File: src/rtl/mram_sync.sv
// mram_sync: synchronous single-port RAM with a registered read port, a
// one-cycle read-valid pulse and a hardware clear engine that zero-fills the
// array after reset or when clr is requested.
// Optional feature macro: RAM_PARITY_EN. When it is defined, each word carries
// an even-parity bit and the par_err output is present.
`timescale 1ns/1ps

module mram_sync #(
   parameter int ADDR_SIZE   = 4,
   parameter int WORD_SIZE   = 8,
   parameter int MEMORY_SIZE = 16,
   parameter bit READ_FIRST  = 1'b1
) (
   input  logic                 clk,
   input  logic                 rst,
   input  logic                 cs,
   input  logic                 wr,
   input  logic                 rd,
   input  logic                 clr,
   input  logic [ADDR_SIZE-1:0] addr,
   input  logic [WORD_SIZE-1:0] data_in,
   output logic [WORD_SIZE-1:0] data_out,
   output logic                 rd_valid,
   output logic                 busy,
`ifdef RAM_PARITY_EN
   output logic                 par_err,
`endif
   output logic                 addr_err
);

`ifdef RAM_PARITY_EN
   // Stored word = {parity, data}
   localparam int MW = WORD_SIZE + 1;
`else
   localparam int MW = WORD_SIZE;
`endif

   // Last word index written by the clear engine
   localparam logic [ADDR_SIZE-1:0] LAST_ADDR = ADDR_SIZE'(MEMORY_SIZE - 1);
   // Address limit, one bit wider so MEMORY_SIZE == 2**ADDR_SIZE is representable
   localparam logic [ADDR_SIZE:0]   MEM_LIMIT = (ADDR_SIZE + 1)'(MEMORY_SIZE);
   localparam logic [ADDR_SIZE-1:0] CNT_ONE   = ADDR_SIZE'(1'b1);

`ifdef RAM_PARITY_EN
   // Even-parity bit: makes the total number of ones (data + parity) even
   function automatic logic parity_f(input logic [WORD_SIZE-1:0] d);
      return ^d;
   endfunction
`endif

   typedef enum logic [0:0] {
      ST_INIT  = 1'b0,
      ST_READY = 1'b1
   } state_t;

   state_t                state_r;
   state_t                state_s;
   logic [ADDR_SIZE-1:0]  clr_cnt_r;
   logic [ADDR_SIZE-1:0]  clr_cnt_s;

   logic [MW-1:0]         mem_r [0:MEMORY_SIZE-1];

   logic                  acc_s;
   logic                  wr_acc_s;
   logic                  rd_acc_s;
   logic                  in_range_s;
   logic [MW-1:0]         rd_word_s;
   logic [WORD_SIZE-1:0]  rd_data_s;
`ifdef RAM_PARITY_EN
   logic                  rd_par_err_s;
`endif

   logic                  mem_we_s;
   logic [ADDR_SIZE-1:0]  mem_waddr_s;
   logic [MW-1:0]         mem_wdata_s;

   // Next-state logic for the fill/serve FSM; clr always wins and restarts the fill
   always_comb begin
      state_s   = state_r;
      clr_cnt_s = clr_cnt_r;
      case (state_r)
         ST_INIT: begin
            if (clr) begin
               clr_cnt_s = '0;
            end else if (clr_cnt_r == LAST_ADDR) begin
               state_s   = ST_READY;
               clr_cnt_s = '0;
            end else begin
               clr_cnt_s = clr_cnt_r + CNT_ONE;
            end
         end
         ST_READY: begin
            if (clr) begin
               state_s   = ST_INIT;
               clr_cnt_s = '0;
            end else begin
               state_s   = ST_READY;
               clr_cnt_s = clr_cnt_r;
            end
         end
         default: begin
            state_s   = ST_INIT;
            clr_cnt_s = '0;
         end
      endcase
   end

   // FSM state, fill counter and registered busy flag
   always_ff @(posedge clk or posedge rst) begin
      if (rst) begin
         state_r   <= ST_INIT;
         clr_cnt_r <= '0;
         busy      <= 1'b1;
      end else begin
         state_r   <= state_s;
         clr_cnt_r <= clr_cnt_s;
         busy      <= (state_s == ST_INIT);
      end
   end

   // Access qualification against the registered state; clr drops any access
   always_comb begin
      acc_s      = (state_r == ST_READY) && cs && !clr;
      wr_acc_s   = acc_s && wr;
      rd_acc_s   = acc_s && rd;
      in_range_s = ({1'b0, addr} < MEM_LIMIT);
   end

   // Read-data selection: out-of-range reads return zero, write-through when new data is wanted
   always_comb begin
      rd_word_s = '0;
      rd_data_s = '0;
`ifdef RAM_PARITY_EN
      rd_par_err_s = 1'b0;
`endif
      if (!in_range_s) begin
         rd_word_s = '0;
         rd_data_s = '0;
      end else if (wr && !READ_FIRST) begin
         rd_word_s = mem_r[addr];
         rd_data_s = data_in;
      end else begin
         rd_word_s = mem_r[addr];
         rd_data_s = rd_word_s[WORD_SIZE-1:0];
`ifdef RAM_PARITY_EN
         rd_par_err_s = (parity_f(rd_word_s[WORD_SIZE-1:0]) != rd_word_s[WORD_SIZE]);
`endif
      end
   end

   // Array write port shared between the clear engine and accepted writes
   always_comb begin
      mem_we_s    = 1'b0;
      mem_waddr_s = '0;
      mem_wdata_s = '0;
      if (state_r == ST_INIT) begin
         mem_we_s    = 1'b1;
         mem_waddr_s = clr_cnt_r;
         mem_wdata_s = '0;
      end else if (wr_acc_s && in_range_s) begin
         mem_we_s    = 1'b1;
         mem_waddr_s = addr;
`ifdef RAM_PARITY_EN
         mem_wdata_s = {parity_f(data_in), data_in};
`else
         mem_wdata_s = data_in;
`endif
      end else begin
         mem_we_s    = 1'b0;
         mem_waddr_s = '0;
         mem_wdata_s = '0;
      end
   end

   // Storage array; contents are undefined until the first fill completes
   always_ff @(posedge clk) begin
      if (mem_we_s) begin
         mem_r[mem_waddr_s] <= mem_wdata_s;
      end
   end

   // Registered read data and single-cycle status pulses
   always_ff @(posedge clk or posedge rst) begin
      if (rst) begin
         data_out <= '0;
         rd_valid <= 1'b0;
         addr_err <= 1'b0;
`ifdef RAM_PARITY_EN
         par_err  <= 1'b0;
`endif
      end else begin
         rd_valid <= rd_acc_s;
         addr_err <= (wr_acc_s || rd_acc_s) && !in_range_s;
`ifdef RAM_PARITY_EN
         par_err  <= rd_acc_s && rd_par_err_s;
`endif
         if (rd_acc_s) begin
            data_out <= rd_data_s;
         end
      end
   end

endmodule

File: config.mk
export PLATFORM = sky130hd
export DESIGN_NAME = mram_sync
export DESIGN_NICKNAME = d
export VERILOG_FILES = /design/src/rtl/mram_sync.sv
export SDC_FILE = /design/constraint.sdc
export NUM_CORES = 1
export LEC_CHECK = 0
export CAP_MARGIN = 10
export CORE_MARGIN = 3
export CORE_UTILIZATION = 55
export CTS_CLUSTER_DIAMETER = 30
export DETAILED_ROUTE_END_ITERATION = 10
export HOLD_SLACK_MARGIN = 0.02
export PLACE_DENSITY_LB_ADDON = 0.08
export RECOVER_POWER = 25
export SYNTH_ARGS = -nofsm -noshare
export SYNTH_HDL_FRONTEND = slang
export SYNTH_SLANG_ARGS = --single-unit
export TNS_END_PERCENT = 30
File: constraint.sdc
create_clock -name clk -period 3.1 [get_ports clk]
set_clock_uncertainty 0.2 [all_clocks]
set_input_delay 0.775 -clock clk [delete_from_list [all_inputs] [get_ports clk]]
set_output_delay 0.775 -clock clk [all_outputs]
set_load 0.005 [all_outputs]
# Word-level counts from Yosys, hierarchy flattened
# Memory sizes are Yosys's and may differ from the RTL's. A register that Yosys moved wholly into a read port is not among the register bits.
# Cells that the tools add are included.
[op_classes]
bitwise = 2
eq_ne = 2
n_addsub = 1
reduce_logical = 5
n_mux = 16
[ops]
columns = ["operator", "n"]
rows = [
  ["$mux W4", 5],
  ["$mux W8", 2],
  ["$pmux W4 S2", 1],
  ["$mux W1", 7],
  ["$add A4 B1 Y4 const B", 1],
  ["$eq A4 B4 Y1 const B", 1],
  ["$logic_and A1 B1 Y1", 4],
  ["$ne A2 B2 Y1 const B", 1],
  ["$not A1 Y1", 2],
  ["$pmux W1 S2", 1],
  ["$logic_not A1 Y1", 1],
]
[word_totals]
output_inout_bits = 11
ff_bits = 7
elab_cells = 31
mem_count = 1
inputBits = 18
mem_bits_rw = 128
[mem_list]
columns = ["memory", "depth", "width", "rd", "rd_clocked_by_memory_dff", "write_ports", "line", "source"]
rows = [
  ["mem_r", 16, 8, 1, 1, 1, "61", "logic [MW-1:0] mem_r [0:MEMORY_SIZE-1];"],
]

# Logic depth before layout (Yosys ltp)
# Gate-level depths: netlist (run 1).
[logic_depth]
ltp_word = 7
ltp_mapped = 6
depth_no_buf = 5

# Worst setup path after synthesis (run 1)
# Ideal clock, no wire load.
[synth_timing]
kind = "input to register"
startpoint = "input addr[2]"
endpoint = "memory mem_r[0][0] in the netlist's numbering (enable)"
setup_time_ns = 0.383
arrival_ns = 2.103
cell_stages = 5
n_path_buf = 2
setup_slack_ns = 0.413
t_required_ns = 2.517
cell_sequence = "buf_2 > buf_1 > o21ai_0 > o21ai_1 > nor3_1"
[synth_via]
elab_chain_len = 2
[synth_rtl]
columns = ["item", "line", "source"]
rows = [
  ["start, declared", "20", "input logic [ADDR_SIZE-1:0] addr,"],
  ["$mux W4", "160", "end else if (wr_acc_s && in_range_s) begin"],
  ["$mux W4", "156", "if (state_r == ST_INIT) begin"],
  ["end, declared", "61", ""],
]
# Every way passes these cells.

# Worst setup path in the final report (run 1)
[layout_timing]
startpoint = "input cs"
endpoint = "memory mem_r[7][7] in the netlist's numbering, data pin"
[layout_via]
elab_chain_len = 5
[layout_rtl]
columns = ["item", "line", "source"]
rows = [
  ["start, declared", "16", "input logic cs,"],
  ["$logic_and A1 B1 Y1 (2 in a row)", "123", "acc_s = (state_r == ST_READY) && cs && !clr;"],
  ["$logic_and A1 B1 Y1", "124", "wr_acc_s = acc_s && wr;"],
  ["$mux W8", "160", ""],
  ["$mux W8", "156", ""],
  ["named net mem_wdata_s[7]", "75", "logic [MW-1:0] mem_wdata_s;"],
]
# The timed path passes the listed nets, and every way through them passes these cells.

==> results.txt, run 1 <==
Outcome - completed
Yosys reg bits - 143
Number of global-route vias before repair - 3061
Reg clk slew, reported paths - 0.06 ns
Via count - 3058
Detail Route Antenna Nets - 0
Core Area - 9950 um2
Syn_nets - 329
Crit path top cell by count - clkbuf_1
Crit path buf inv count - 3
Worst slew pin tran - 0.611 ns
WP data required - 3.18 ns
Synth-to-Final Area Change - 21.0%
Cell Rows - 36
Root Driver - clkbuf_8
Final max-slew violation count - 0
CTS tree - done
Most frequent cells in the layout - edfxtp_1 (128), mux4_2 (30), buf_4 (28)
Highest ir drop seen on vdd - 0.000361 V
Crit path arrival time - 2.67 ns
# fillers - 663
Largest net degree at the start of global routing - 40
Maxcap violations - 0
Final hold vios - 0
GR Util All Layers - 0.218
Slew headroom - 0.593
Initial antenna violation count - 0
Placer congestion estimate - 0.863
Distinct cells, synth - 42
Crit path max-delay family - buffers and inverters
Final setup vio count - 0
Number of setup buffers added after CTS - 0
Synthesized area - 5730 um2
Final Instance Area - 6940 um2
Commonest non-fill, non-tap cell in the layout - edfxtp_1
Die span in y - 108 um
Die area - 11700 um2
PD cells - 634 nW/um2
H-Tree Depth - 4
Final TNS setup - 0 ns
Chip width - 108 um
TritonCTS Buffers - 17
Layout cells sized above 1 - 0.247
Fin crit period - 2.58 ns
Number of diodes - 0
CP max FO - 11
Max clock buf depth - 2
Unrepaired setup endpoints after global routing - false
Hold Buf Count CTS - 0
Hold crit path type - reg2reg
Global route total overflow - 0
Post-CTS Resized - 0
Mean post-synth cell area - 18.5 um2
Post-synth ARST share - 0.105
HPWL after detailed placement - 7440 um
Fmax - 0.387 GHz
Nets - 394
P_leak - 2.63 nW
CP endpoint kind - flop
Via-to-Cell Ratio - 5.87
Global-route wire length before repair - 17800 um
DRC - 0
Initial DRC count - 212
IO Pins - 29
Clock Latency Late Sink - 0.52 ns
Worst setup path category - in2reg
Startpoint types - primary input
Area of placed instances - 6350 um2
Critical path cell sequence - dlygate4sd3_1 > and4b_1 > clkbuf_1 > and2_0 > clkbuf_1
Yosys warns - 0
Post-synth EDFFs - 128
Drt total wl - 11400 um
Predominant post-synthesis flop cell - edfxtp_1
CP max stage delay - 0.60 ns
Routed WL per cell - 21.9 um
Post-synthesis cell count - 310
Slowest cell on crit path - dlygate4sd3_1
Initial Utilization - 0.576
First-pass iteration count of the detailed router - 4
Final Cycle Share - 0.833
Sequential area share after synthesis - 0.736
Number of clock sinks - 143
Port Buffers - 27
## per-layer routing
layer / vias to the layer above / share of wire / track usage
li1: 1370 / - / -
met1: 1559 / 0.47 / 0.337
met2: 113 / 0.45 / 0.307
met3: 16 / 0.064 / 0.0490
met4: 0 / 0.018 / 0.0812
met5: - / 0 / 0
## metrics by stage
stage / hold WS (ns) / power (W) / utilization / setup WS [ns] / cells
6_report: 0.305 / 0.00440 / 0.697 / 0.518 / 521
5_1_grt: 0.334 / 0.00454 / 0.697 / 0.369 / 521
4_1_cts: 0.310 / 0.00443 / 0.699 / 0.584 / 521
3_5_place_dp: 0.296 / 0.00239 / 0.638 / 0.159 / 489
3_3_place_gp: 0.288 / 0.00239 / 0.638 / 0.191 / 489
2_1_floorplan: 0.296 / 0.00229 / - / 0.413 / 310
## path summary, 6_finish.rpt
path,start,to,slack (ns),cells past startpoint
min,data_out[7],data_out[7],0.31,2
max in group asynchronous,rst,data_out[1],1.75,2
max,cs,mem_r[7][7],0.52,5
min in group asynchronous,rst,data_out[3],0.56,2
max reg2reg,state_r,mem_r[7][7],0.70,4
min reg2reg,data_out[7],data_out[7],0.31,2
## sequential cells by signal, indices dropped and copies added, names as in the netlist
| signal | flops |
|---|---|
| busy | 1 |
| clr_cnt_r | 4 |
| mem_r | 128 |
| state_r | 1 |
| rd_valid | 1 |
| data_out | 8 |
## cells in the mapped netlist, types with 2 or more instances
master | n | share of area
dfrtp_1 | 14 | 0.061
clkbuf_1 | 3 | 0.0020
buf_4 | 2 | 0.0026
a21o_1 | 2 | 0.0026
nor2_1 | 23 | 0.015
o21ai_1 | 5 | 0.0044
o211ai_1 | 7 | 0.0092
and3b_1 | 2 | 0.0031
edfxtp_1 | 128 | 0.67
mux4_2 | 30 | 0.12
buf_1 | 4 | 0.0026
and3_1 | 8 | 0.0087
o21ai_0 | 3 | 0.0026
buf_2 | 5 | 0.0044
and2_1 | 9 | 0.0098
mux2_2 | 2 | 0.0039
nand2_1 | 11 | 0.0072
a21oi_1 | 2 | 0.0017
nand2b_1 | 2 | 0.0022
nand3_1 | 2 | 0.0017
inv_1 | 2 | 0.0013
nand3b_1 | 2 | 0.0026
mux2i_1 | 10 | 0.017
nor2b_1 | 5 | 0.0055
buf_6 | 2 | 0.0039
a31oi_1 | 9 | 0.0098
## power by group
group	leakage (nW)	internal [W]	total (W)	switching (W)
clock	0.289	0.00130	0.00205	0.000748
combinational	0.787	0.000103	0.000209	0.000106
sequential	1.56	0.00212	0.00214	0.0000174
total	2.63	0.00353	0.00440	0.000871
## final cells by class
type	count	area, um2	share of cell area
Sequential cell	143	4220	0.608
Multi-Input combinational cell	147	1410	0.203
Timing Repair Buffer	62	518	0.0746
Clock buffer	17	414	0.0597
Clock inverter	15	195	0.0281
Tap cell	133	166	0.0240
Inverter	4	16.3	0.00234
## cells by family (layout without fill, tap and decap cells)
family / Yosys count / count (layout) / share of synthesized area
buf+inv: 20 / 98 / 0.0183
simple gates: 71 / 71 / 0.0676
flops: 143 / 143 / 0.736
fa+ha+maj: 1 / 1 / 0.00218
xor+xnor: 1 / 1 / 0.00153
other cells: 1 / 1 / 0.000654
mux: 42 / 42 / 0.139
compound gates: 31 / 31 / 0.0345
## worst reg2reg max path, cell delays in order (launching register included)
cell      delay, ns
dfrtp_1        0.62
and4b_1        0.52
clkbuf_1       0.26
and2_0         0.22
clkbuf_1       0.35
Power figures use the tool's default switching activity.
==> inputs of run 2 (changes only) <==
--- a/config.mk
+++ b/config.mk
@@ -7,7 +7,7 @@
 export LEC_CHECK = 0
 export CAP_MARGIN = 10
 export CORE_MARGIN = 3
-export CORE_UTILIZATION = 55
+export CORE_UTILIZATION = 54
 export CTS_CLUSTER_DIAMETER = 30
 export DETAILED_ROUTE_END_ITERATION = 10
 export HOLD_SLACK_MARGIN = 0.02
==> constraint.sdc (replaced) <==
create_clock -name clk -period 2.2 [get_ports clk]
set_clock_uncertainty 0.2 [all_clocks]
set_input_delay 0.55 -clock clk [delete_from_list [all_inputs] [get_ports clk]]
set_output_delay 0.55 -clock clk [all_outputs]
set_load 0.005 [all_outputs]
==> results.txt, run 2 (synthesis gave the netlist of run 1 again) <==
Outcome - completed (unchanged)
Max clock buf depth - 2 (unchanged)
Unrepaired setup endpoints after global routing - false (unchanged)
Hold Path Cell Cnt - 2 (unchanged)
First-pass iteration count of the detailed router - 5 (was 4)
Initial Utilization - 0.571 (was 0.576)
CP endpoint kind - flop (unchanged)
Fmax - 0.466 GHz
Area of placed instances - 6530 um2 (was 6350 um2)
Hold crit path type - reg2reg (unchanged)
Slowest cell on crit path - and4b_1 (was dlygate4sd3_1)
Worst slew pin tran - 0.596 ns (was 0.611 ns)
Fin Hold WS - 0.306 ns (was 0.305 ns)
Die span in y - 109 um (was 108 um)
H-Tree Depth - 4 (unchanged)
Number of clock sinks - 143 (unchanged)
Layout cells sized above 1 - 0.289 (was 0.247)
Crit path max-delay family - simple AND/OR/NAND/NOR gates (was buffers and inverters)
Drt total wl - 12000 um (was 11400 um)
Fin crit period - 2.15 ns
HPWL after detailed placement - 7880 um (was 7440 um)
Cell Rows - 36 (unchanged)
Die area - 11900 um2 (was 11700 um2)
Biggest regs - mem_r (128), data_out (8), clr_cnt_r (4) (unchanged)
Via count - 3095 (was 3058)
Reg clk slew, reported paths - 0.06 ns (about the same)
CP Depth - 6 (was 5)
CP max stage delay - 0.49 ns (was 0.60 ns)
Post-CTS Resized - 1 (was 0)
Initial antenna violation count - 0 (unchanged)
CTS tree - done (unchanged)
IO Pins - 29 (unchanged)
Final setup vio count - 0 (unchanged)
Synth-to-Final Area Change - 22.8% (was 21.0%)
Final Instance Area - 7040 um2 (was 6940 um2)
Crit path arrival time - 2.17 ns (was 2.67 ns)
Max reg flops - 128 (unchanged)
P_leak - 2.72 nW (was 2.63 nW)
Total power - 0.00610 W (was 0.00440 W)
Via-to-Cell Ratio - 5.83 (was 5.87)
Clock Latency Late Sink - 0.52 ns (about the same)
Nets - 404 (was 394)
Hold Buf Count CTS - 0 (unchanged)
Highest ir drop seen on vdd - 0.000481 V (was 0.000361 V)
Global route total overflow - 0 (unchanged)
Detail Route Antenna Nets - 0 (unchanged)
Largest net degree at the start of global routing - 21 (was 40)
# fillers - 636 (was 663)
Number of diodes - 0 (unchanged)
TritonCTS Buffers - 17 (unchanged)
Core Area - 10000 um2 (was 9950 um2)
Chip width - 109 um (was 108 um)
Slew headroom - 0.602 (was 0.593)
CP max FO - 9 (was 11)
Number of setup buffers added after CTS - 0 (unchanged)
DRC - 0 (unchanged)
Setup WS post-layout - 0.0535 ns (was 0.518 ns)
Maxcap violations - 0 (unchanged)
Startpoint types - primary input (unchanged)
Commonest non-fill, non-tap cell in the layout - edfxtp_1 (unchanged)
Worst slack, placed - -0.417 ns (was 0.159 ns)
Global-route wire length before repair - 18900 um (was 17800 um)
Most flops, register - mem_r (unchanged)
PD cells - 866 nW/um2 (was 634 nW/um2)
Initial DRC count - 319 (was 212)
Root Driver - clkbuf_8 (unchanged)
Number of global-route vias before repair - 3204 (was 3061)
Worst Reg2Reg Path Length in Cells - 5 (was 4)
Final max-slew violation count - 0 (unchanged)
Worst setup path category - in2reg (unchanged)
WP data required - 2.22 ns (was 3.18 ns)
GR Util All Layers - 0.230 (was 0.218)
Final hold vios - 0 (unchanged)
Critical path cell sequence - clkdlybuf4s50_1 > and4b_1 > nand3b_1 > a21o_1 > nor2_1 > buf_4 (was dlygate4sd3_1 > and4b_1 > clkbuf_1 > and2_0 > clkbuf_1)
Routed WL per cell - 22.6 um (was 21.9 um)
Port Buffers - 27 (unchanged)
Crit path buf inv count - 2 (was 3)
Most frequent cells in the layout - edfxtp_1 (128), buf_4 (36), mux4_2 (30) (was edfxtp_1 (128), mux4_2 (30), buf_4 (28))
Final Cycle Share - 0.976
Placer congestion estimate - 0.907 (was 0.863)
==> run 2: layout make-up <==
class | count | area, um2 | share of cell area
clock inverters | 15 | 171 | 0.0243
well taps | 133 | 166 | 0.0236
inverters | 4 | 16.3 | 0.00231
clock buffers | 17 | 414 | 0.0588
flip-flops and latches | 143 | 4220 | 0.599
multi-input cells | 147 | 1410 | 0.201
repair buffers | 72 | 642 | 0.0911
==> run 2: where the power goes <==
group          internal, W  switching, W  leakage [nW]  total (W)
logic             0.000158      0.000154         0.881   0.000312
registers          0.00299     0.0000237          1.56    0.00301
clock network      0.00172       0.00105         0.281    0.00277
total              0.00487       0.00123          2.72    0.00610
==> run 2: path summary, 6_finish.rpt <==
path / to / start / slack (ns)
setup / recovery: mem_r[6][5] / clr / 0.05
hold / removal: data_out[5] / data_out[5] / 0.31
setup reg to reg: mem_r[6][5] / state_r / 0.13
hold reg to reg: data_out[5] / data_out[5] / 0.31
max in group asynchronous: clr_cnt_r[1] / rst / 1.07
min in group asynchronous: data_out[0] / rst / 0.33
==> run 2: worst register-to-register path, stage by stage, from the launching register on <==
cell      delay, ns
dfrtp_1        0.42
and4b_1        0.45
nand3b_1       0.13
a21o_1         0.24
nor2_1         0.13
buf_4          0.20
==> run 2: per-stage QoR <==
stage	util	cells	TNS [ns]
global placement	0.650	499	-66.34
floorplan	-	310	-10.67
global route	0.701	531	0
detailed placement	0.650	499	-74.11
CTS	0.709	531	0
finish	0.701	531	0
==> run 2: per-layer routing <==
layer | up-vias | track usage | share of wire
met1 | 1583 | 0.334 | 0.45
met2 | 117 | 0.341 | 0.46
li1 | 1387 | - | -
met3 | 8 | 0.0734 | 0.072
met4 | 0 | 0.0631 | 0.0092
met5 | - | 0 | 0
==> inputs of run 3 (changes only) <==
--- a/config.mk
+++ b/config.mk
@@ -5,14 +5,12 @@
 export SDC_FILE = /design/constraint.sdc
 export NUM_CORES = 1
 export LEC_CHECK = 0
-export CAP_MARGIN = 10
 export CORE_MARGIN = 3
 export CORE_UTILIZATION = 54
 export CTS_CLUSTER_DIAMETER = 30
 export DETAILED_ROUTE_END_ITERATION = 10
 export HOLD_SLACK_MARGIN = 0.02
 export PLACE_DENSITY_LB_ADDON = 0.08
-export RECOVER_POWER = 25
 export SYNTH_ARGS = -nofsm -noshare
 export SYNTH_HDL_FRONTEND = slang
 export SYNTH_SLANG_ARGS = --single-unit
==> results.txt, run 3 (synthesis gave the netlist of run 1 again) <==
Hold Buf Count CTS - 0 (unchanged)
Maxcap violations - 0 (unchanged)
Max clock buf depth - 2 (unchanged)
Setup WS post-layout - 0.0673 ns (was 0.0535 ns)
Root Driver - clkbuf_8 (unchanged)
GR Util All Layers - 0.230 (unchanged)
Slew headroom - 0.605 (was 0.602)
Initial Utilization - 0.571 (unchanged)
IO Pins - 29 (unchanged)
WP data required - 2.22 ns (about the same)
Drt total wl - 12000 um (about the same)
Crit path arrival time - 2.15 ns (was 2.17 ns)
Final setup vio count - 0 (unchanged)
Port Buffers - 27 (unchanged)
Sw frac - 0.202 (about the same)
Global-route wire length before repair - 18900 um (unchanged)
Die area - 11900 um2 (unchanged)
Via-to-Cell Ratio - 5.84 (was 5.83)
Fin crit period - 2.13 ns (was 2.15 ns)
Gate power share - 0.051 (about the same)
Hold crit path type - in2async (was reg2reg)
Detail Route Antenna Nets - 0 (unchanged)
Most flops, register - mem_r (unchanged)
Worst slack, placed - -0.417 ns (unchanged)
Clock Latency Late Sink - 0.52 ns (about the same)
TritonCTS Buffers - 17 (unchanged)
Reg2reg start - state_r (unchanged)
Total power - 0.00610 W (about the same)
Final max-slew violation count - 0 (unchanged)
Routed WL per cell - 22.6 um (about the same)
First-pass iteration count of the detailed router - 5 (unchanged)
Worst Reg2Reg Path Length in Cells - 5 (unchanged)
P_leak - 2.74 nW (was 2.72 nW)
Number of global-route vias before repair - 3204 (unchanged)
Share of power burned in registers - 0.494 (about the same)
DRC - 0 (unchanged)
Highest ir drop seen on vdd - 0.000481 V (about the same)
Chip width - 109 um (unchanged)
Fin Hold WS - 0.192 ns (was 0.306 ns)
HPWL after detailed placement - 7880 um (unchanged)
Worst setup path category - in2reg (unchanged)
Final Instance Area - 7120 um2 (was 7040 um2)
Via count - 3103 (was 3095)
Largest net degree at the start of global routing - 21 (unchanged)
Cells after DPL - 499 (unchanged)
CP endpoint kind - flop (unchanged)
Placer congestion estimate - 0.907 (unchanged)
Final Cycle Share - 0.969 (was 0.976)
Global route total overflow - 0 (unchanged)
Outcome - completed (unchanged)
Final hold vios - 0 (unchanged)
Worst slew pin tran - 0.592 ns (was 0.596 ns)
Fin cells - 531 (unchanged)
Area of placed instances - 6530 um2 (unchanged)
CP Launch Point - clr (unchanged)
Internal cell power - 0.00487 W (about the same)
Startpoint types - primary input (unchanged)
CTS tree - done (unchanged)
Number of clock sinks - 143 (unchanged)
H-Tree Depth - 4 (unchanged)
CP max FO - 9 (unchanged)
PD cells - 857 nW/um2 (was 866 nW/um2)
Max reg flops - 128 (unchanged)
Fmax - 0.469 GHz (was 0.466 GHz)
Initial DRC count - 317 (was 319)
Biggest regs - mem_r (128), data_out (8), clr_cnt_r (4) (unchanged)
Cell Rows - 36 (unchanged)
Reg clk slew, reported paths - 0.06 ns (about the same)
Die span in y - 109 um (unchanged)
Nets - 404 (unchanged)
Unrepaired setup endpoints after global routing - false (unchanged)
Layout cells sized above 1 - 0.289 (unchanged)
Synth-to-Final Area Change - 24.2% (was 22.8%)
Commonest non-fill, non-tap cell in the layout - edfxtp_1 (unchanged)
Net switching power figure - 0.00123 W (about the same)
Number of diodes - 0 (unchanged)
Clock power share - 0.455 (was 0.454)
Most frequent cells in the layout - edfxtp_1 (128), buf_4 (36), mux4_2 (30) (unchanged)
Core Area - 10000 um2 (unchanged)
Initial antenna violation count - 0 (unchanged)
## run 3: changes by cell type in the layout (fill, tap and decap cells not counted), sizes merged
cell,change
buf,+5
clkdlybuf4s50,+1
clkbuf,-5
dlygate4sd3,-1
## run 3: through the flow
step / utilization / setup TNS (ns)
5_1_grt: 0.709 / 0
3_3_place_gp: 0.650 / -66.34
6_report: 0.709 / 0
2_1_floorplan: - / -10.67
3_5_place_dp: 0.650 / -74.11
4_1_cts: 0.709 / 0
## run 3: routing by layer
layer / global-route usage / share of wire / up-vias
met4: 0.0631 / 0.0092 / 0
met1: 0.334 / 0.45 / 1580
li1: - / - / 1391
met5: 0 / 0 / -
met2: 0.341 / 0.47 / 124
met3: 0.0734 / 0.076 / 8
## run 3: worst max-delay path, cell delays in order
cell and delay [ns]:
clkdlybuf4s50_1 0.42, and4b_1 0.49, nand3b_1 0.12, a21o_1 0.24, nor2_1 0.13, buf_4 0.20
## run 3: power groups by stage
stage	clock network (W)	logic, W	registers [W]
floorplan	0	0.000173	0.00306
global route	0.00295	0.000339	0.00302
CTS	0.00282	0.000315	0.00301
detailed placement	0	0.000313	0.00307
finish	0.00277	0.000311	0.00301
global placement	0	0.000308	0.00307
## run 3: worst paths after layout
kind                                end  slack, ns
min in group clk            data_out[5]       0.30
hold reg to reg             data_out[5]       0.30
max in group asynchronous  clr_cnt_r[1]       1.22
hold / removal              data_out[0]       0.19
setup / recovery            mem_r[6][5]       0.07
setup reg to reg            mem_r[6][5]       0.14
## run 3: cell type report
cell class,instances,area (um2)
flip-flops and latches,143,4220
fillers,626,2930
multi-input cells,147,1410
repair buffers,72,717
clock buffers,17,414
clock inverters,15,171
well taps,133,166
inverters,4,16.3
## run 3: timing repair
item	in CTS	in global routing
setup buffers	0	0
endpoints found under the setup margin	1	1
gates cloned	0	0
resized for setup	1	1
